--- src/rtl/inst_fetch_queue.sv ---
// Instruction fetch stage: owns the PC, issues in-order word fetches, buffers returned
// instructions with their PCs in a small FIFO and hands them to decode; redirects flush.
module inst_fetch_queue #(
   parameter logic [31:0] RESET_PC = 32'h0000_0000,
   parameter int          DEPTH    = 2
) (
   input  logic        clk,
   input  logic        rst_n,
   input  logic        redirect_valid,
   input  logic [31:0] redirect_pc,
   output logic        imem_req_valid,
   input  logic        imem_req_ready,
   output logic [31:0] imem_req_addr,
   input  logic        imem_rsp_valid,
   input  logic [31:0] imem_rsp_data,
   output logic        out_valid,
   input  logic        out_ready,
   output logic [31:0] out_inst,
   output logic [31:0] out_pc
);

   localparam int          AW      = $clog2(DEPTH);
   localparam int          CW      = AW + 1;
   localparam logic [CW:0] DEPTH_W = (CW+1)'(DEPTH);

   logic [31:0]   pc_q, pc_d;
   logic [31:0]   rsp_pc_q, rsp_pc_d;
   logic [CW-1:0] inflight_q, inflight_d;
   logic [CW-1:0] drop_q, drop_d;
   logic [CW-1:0] occ_q, occ_d;
   logic [CW-1:0] rptr_q, rptr_d;
   logic [CW-1:0] wptr_q, wptr_d;
   logic [31:0]   inst_mem_q [DEPTH];
   logic [31:0]   inst_mem_d [DEPTH];
   logic [31:0]   pc_mem_q   [DEPTH];
   logic [31:0]   pc_mem_d   [DEPTH];

   logic [CW:0]   committed_cnt;
   logic [31:0]   redirect_addr;
   logic          req_fire;
   logic          rsp_take;
   logic          rsp_drop;
   logic          push;
   logic          pop;

   // Masking (rather than slicing) keeps every redirect_pc bit in use.
   assign redirect_addr = redirect_pc & 32'hFFFF_FFFC;

   // Entries already buffered plus kept requests still outstanding; capping this at DEPTH
   // guarantees room in the FIFO for every response that will be kept.
   assign committed_cnt = {1'b0, occ_q} + {1'b0, inflight_q} - {1'b0, drop_q};

   assign imem_req_valid = rst_n && !redirect_valid && (committed_cnt < DEPTH_W);
   assign imem_req_addr  = pc_q;
   assign req_fire       = imem_req_valid && imem_req_ready;

   // A response with nothing in flight is a protocol violation and is ignored.
   assign rsp_take = imem_rsp_valid && (inflight_q != '0);
   assign rsp_drop = rsp_take && (drop_q != '0);
   assign push     = rsp_take && (drop_q == '0);

   assign out_valid = (occ_q != '0);
   assign out_inst  = inst_mem_q[rptr_q[AW-1:0]];
   assign out_pc    = pc_mem_q[rptr_q[AW-1:0]];
   assign pop       = out_valid && out_ready;

   always_comb begin
      pc_d       = pc_q;
      rsp_pc_d   = rsp_pc_q;
      inflight_d = inflight_q + CW'(req_fire) - CW'(rsp_take);
      drop_d     = drop_q - CW'(rsp_drop);
      occ_d      = occ_q + CW'(push) - CW'(pop);
      rptr_d     = rptr_q;
      wptr_d     = wptr_q;
      inst_mem_d = inst_mem_q;
      pc_mem_d   = pc_mem_q;

      if (req_fire) begin
         pc_d = pc_q + 32'd4;
      end
      if (pop) begin
         rptr_d = rptr_q + 1'b1;
      end
      if (push) begin
         wptr_d   = wptr_q + 1'b1;
         rsp_pc_d = rsp_pc_q + 32'd4;
      end

      // Redirect wins: the queue empties and every response still owed is discarded.
      // No request fires in a redirect cycle, so inflight_d is already post-retirement.
      if (redirect_valid) begin
         pc_d     = redirect_addr;
         rsp_pc_d = redirect_addr;
         occ_d    = '0;
         rptr_d   = '0;
         wptr_d   = '0;
         drop_d   = inflight_d;
      end else if (push) begin
         inst_mem_d[wptr_q[AW-1:0]] = imem_rsp_data;
         pc_mem_d[wptr_q[AW-1:0]]   = rsp_pc_q;
      end
   end

   always_ff @(posedge clk or negedge rst_n) begin
      if (!rst_n) begin
         pc_q       <= RESET_PC;
         rsp_pc_q   <= RESET_PC;
         inflight_q <= '0;
         drop_q     <= '0;
         occ_q      <= '0;
         rptr_q     <= '0;
         wptr_q     <= '0;
      end else begin
         pc_q       <= pc_d;
         rsp_pc_q   <= rsp_pc_d;
         inflight_q <= inflight_d;
         drop_q     <= drop_d;
         occ_q      <= occ_d;
         rptr_q     <= rptr_d;
         wptr_q     <= wptr_d;
      end
   end

   always_ff @(posedge clk or negedge rst_n) begin
      if (!rst_n) begin
         for (int i = 0; i < DEPTH; i++) begin
            inst_mem_q[i] <= '0;
            pc_mem_q[i]   <= '0;
         end
      end else begin
         inst_mem_q <= inst_mem_d;
         pc_mem_q   <= pc_mem_d;
      end
   end

   rsp_without_request: assert property (
      @(posedge clk) disable iff (!rst_n) imem_rsp_valid |-> (inflight_q != '0))
      else $error("imem response received with no request in flight");

endmodule
--- config.mk ---
export PLATFORM = sky130hd
export DESIGN_NAME = inst_fetch_queue
export DESIGN_NICKNAME = d
export VERILOG_FILES = /design/src/rtl/inst_fetch_queue.sv
export SDC_FILE = /design/constraint.sdc
export NUM_CORES = 1
export LEC_CHECK = 0
export ABC_AREA = 1
export CAP_MARGIN = 5
export CORE_MARGIN = 5
export CORE_UTILIZATION = 49
export DETAILED_ROUTE_END_ITERATION = 8
export MAX_ROUTING_LAYER = met4
export PLACE_DENSITY = 0.8
export SYNTH_ARGS = -nofsm -noshare
export SYNTH_HDL_FRONTEND = slang
export SYNTH_SLANG_ARGS = --single-unit
--- constraint.sdc ---
create_clock -name clk -period 3 [get_ports clk]
set_input_delay 0.9 -clock clk [delete_from_list [all_inputs] [get_ports clk]]
set_output_delay 0.9 -clock clk [all_outputs]
set_load 0.02 [all_outputs]
==> summary.log <==
INFO  logic_synthesis post_synthesis_register_bit_count=192
INFO  worst_setup_path worst_r2r_endpoint=drop_q[1]
INFO  layout         most-common-layout-cells=sky130_fd_sc_hd__nand2_1, sky130_fd_sc_hd__dfrtp_1, sky130_fd_sc_hd__clkdlybuf4s50_1
INFO  logic_synthesis yosysUniqueCellTypes=37
INFO  grt            grt_max_degree=191
INFO  placed_design  place_inst=1725
INFO  sta            unrepaired_setup_endpoints_after_global_routing=true
INFO  layout         synthToLayoutAreaGrowth=25.5%
INFO  die            initial_utilization=49.3%
INFO  sta            clock-skew-final=0.0117ns
INFO  logic_synthesis synth.yosys.seq_area_share=48.5%
INFO  clocking       root_buffer=sky130_fd_sc_hd__clkbuf_16
INFO  outcome        run_status=complete, but fails checks
INFO  clocking       insertion_delay_of_the_later_clocked_pin_in_the_worst_skew_pair=0.43ns
INFO  pwr            power.density=912mW/mm²
INFO  logic_synthesis synth_enable_flop_cells=0
INFO  layout         antenna-diode-count=0
INFO  detailed_routing detail-route-antenna-nets=0
INFO  flow_run       drv.max_cap_violation_count=0
INFO  detailed_routing drt_iter0_markers=713
INFO  detailed_routing wire_per_inst=14.7µm
INFO  logic_synthesis cell_count_after_synthesis=1328
INFO  logic_synthesis synthesis.area=0.00991mm²
INFO  grt            grt_first_pass_wirelength=42200µm
INFO  sta            timing.slew.headroom=31.2%
INFO  worst_setup_path critical_path.startpoint=inflight_q[1]
INFO  sta            final.period_utilization=106%
INFO  worst_setup_path worstSetupStartpointType=register
INFO  worst_setup_path ff2ff_path_depth=13
INFO  worst_setup_path timing.critical_path.slowest_cell_delay=0.54ns
INFO  detailed_routing postRouteWirelength=25900µm
INFO  pwr            irDropWorstVdd=0.393mV
INFO  worst_setup_path critical_path.cell_chain=fa_1 > inv_1 > fa_2 > xnor2_1 > buf_4 > nand2_4 > nor2_4 > buf_6
INFO  clocking       cts-root-to-sink-buffers=2
INFO  worst_setup_path timing.critical_path.fanout_max=2
INFO  layout         layout.cells.most_common=sky130_fd_sc_hd__nand2_1
INFO  worst_setup_path timing.critical_path.buf_inv=3
INFO  die            io_pins=168
INFO  pwr            total_leakage_power=6.12nW
INFO  sta            fmax=316MHz
INFO  grt            grt_overflow_total=0
INFO  sta            finalWorstSetupSlack=-0.167ns
INFO  logic_synthesis synth.avg_cell_area=7.47µm²
INFO  die            row_count=52
INFO  clocking       clk_pin_slew=0.07ns
INFO  grt            antenna_found_initial=0
INFO  grt            gr_usage_total=22.7%
INFO  layout         layoutNonFillerInstCount=1759
INFO  pwr            p_total=11.3mW
INFO  outcome        violations=setup timing
INFO  grt            via_count_of_the_first_global_routing_pass=8525
INFO  worst_hold_path min_path_type=primary input to asynchronous set/reset pin
INFO  layout         layout-drive-gt1-share=5.64%
INFO  worst_setup_path worst-path-stages=8
INFO  sta            hold_viol=0
INFO  sta            number_of_setup_violations_in_the_final_report=1
INFO  die            die-area=0.0232mm²
INFO  layout         layout.nets=1557
INFO  detailed_routing num_vias=9151
INFO  clocking       cts_buffers=17
INFO  logic_synthesis synthArstFlopShare=100%
INFO  sta            timing_max_transition_violations_final=0
INFO  clocking       cts_htree_levels=4
INFO  detailed_routing detail_route.drc_violations=0
INFO  layout         final_util=61.9%
INFO  worst_setup_path cp.required=2.10ns
INFO  clocking       cts.sinks=192
INFO  worst_setup_path timing.critical_path.arrival=2.27ns
INFO  placed_design  finalWeightedCongestion=0.918
INFO  worst_setup_path timing.critical_path.to_type=output port
INFO  placed_design  port_buffers=161
INFO  die            coreArea=0.0201mm²
INFO  worst_setup_path r2r_start=inflight_q[1]
INFO  logic_synthesis yosys_warnings=0
INFO  placed_design  dp_hpwl=17600µm
INFO  detailed_routing detailedRoute.firstPassIterationCount=7
INFO  logic_synthesis yosys_most_used_dff=sky130_fd_sc_hd__dfrtp_1
INFO  die            fp.dieH=152µm
INFO  sta            timing_worst_slew_pin_value=1.03ns
INFO  worst_setup_path critical_path.top_delay_family=adder cells
INFO  sta            period_needed=3.17ns
INFO  detailed_routing viasPerCell=5.20
INFO  worst_setup_path reg2reg_slack=0.16ns
INFO  worst_setup_path criticalPathCategory=register to output port
INFO  worst_setup_path critical-path-slowest-cell=sky130_fd_sc_hd__fa_1
INFO  clocking       cts_tree=built
INFO  die            die-width=152µm
-- layout make-up --
| type | instances | area [µm²] |
|---|---|---|
| clock inverters | 12 | 134 |
| fillers | 1735 | 7670 |
| inverters | 134 | 505 |
| repair buffers | 184 | 1850 |
| clock buffers | 19 | 433 |
| flip-flops and latches | 192 | 4810 |
| well taps | 270 | 338 |
| multi-input cells | 948 | 4370 |
-- worst max path at each step --
stage | to | slack [ns]
2_1_floorplan | imem_req_valid | 0.04
3_3_place_gp | imem_req_valid | -0.32
3_5_place_dp | imem_req_valid | -0.36
4_1_cts | imem_req_valid | -0.21
5_1_grt | imem_req_valid | -0.28
6_report | imem_req_valid | -0.17
-- power by group --
group          switching [mW]  total (mW)  internal (mW)
logic                    2.80        4.96           2.15
registers               0.650        4.15           3.50
clock network           0.998        2.23           1.23
total                    4.45        11.3           6.89
-- layer usage --
metal  vias to the layer above  global-route usage [%]  part of all wire, %  routed length [µm]
met5                         -                       -                    0                   0
met3                        38                    4.12                  7.9                2040
li1                       4471                       -                    -                   -
met4                         0                    6.42                  1.9                 497
met2                       404                    34.0                   45               11700
met1                      4238                    31.9                   45               11700
-- repair_timing --
action | CTS | global route
endpoints found under the setup margin | 28 | 53
hold buffers | 0 | 0
setup buffers | 1 | 3
pin swaps | 2 | 6
resized for setup | 19 | 17
-- cells by family after synthesis --
kind of cell               Yosys count  share of synthesized area (%)
AOI/OAI and AO/OA                  196                           10.5
xor gates and xnor gates            25                           2.21
adders and majority gates           10                           1.41
buffers and inverters              191                           8.18
DFF                                192                           48.5
other                                1                         0.0378
and+or+nand+nor                    713                           29.2
-- synthesized netlist by cell type (all sizes together), types with 2 or more instances --
| master | number | area [µm²] |
|---|---|---|
| nand2 | 530 | 2010 |
| or2 | 3 | 18.8 |
| dfrtp | 192 | 4800 |
| inv | 133 | 502 |
| a31oi | 4 | 25.0 |
| clkbuf | 28 | 105 |
| ha | 8 | 100 |
| nand3b | 3 | 22.5 |
| nor2 | 81 | 314 |
| xnor2 | 11 | 96.3 |
| nor3 | 9 | 50.1 |
| fa | 2 | 40.0 |
| o211ai | 11 | 82.6 |
| buf | 29 | 200 |
| o21ai | 160 | 812 |
| xor2 | 14 | 123 |
| o21bai | 5 | 37.5 |
| nand4 | 9 | 56.3 |
| a21oi | 14 | 70.1 |
| nand3 | 77 | 410 |
-- registers in the layout, summed over array words and instances, names as in the netlist --
name,flops
inst_mem_q,64
pc_mem_q,60
imem_req_addr,30
rsp_pc_q,30
drop_q,2
inflight_q,2
occ_q,2
rptr_q,1
wptr_q,1
-- worst reg2reg max path, stage by stage, from the launching register on --
cell and delay, ns:
sky130_fd_sc_hd__dfrtp_1 0.40, sky130_fd_sc_hd__fa_1 0.54, sky130_fd_sc_hd__inv_1 0.05, sky130_fd_sc_hd__fa_2 0.57, sky130_fd_sc_hd__inv_1 0.06, sky130_fd_sc_hd__nor2_2 0.12, sky130_fd_sc_hd__nand3_4 0.10, sky130_fd_sc_hd__ha_4 0.27
sky130_fd_sc_hd__inv_2 0.03, sky130_fd_sc_hd__ha_4 0.15, sky130_fd_sc_hd__xnor2_2 0.14, sky130_fd_sc_hd__xnor2_1 0.19, sky130_fd_sc_hd__nand2_1 0.07, sky130_fd_sc_hd__o21ai_1 0.08
-- through the flow --
step / setup slack, ns / instance area [µm²] / TNS, ns / hold slack [ns]
after detailed placement: -0.362 / 11800 / -0.362 / 0.473
after CTS: -0.207 / 12400 / -0.207 / 0.234
after floorplan: 0.0423 / 9930 / 0 / 0.453
after global routing: -0.280 / 12400 / -0.282 / 0.227
after global placement: -0.325 / 11800 / -0.325 / 0.464
final: -0.167 / 12400 / -0.167 / 0.248
(Power assumes the default switching activity.)
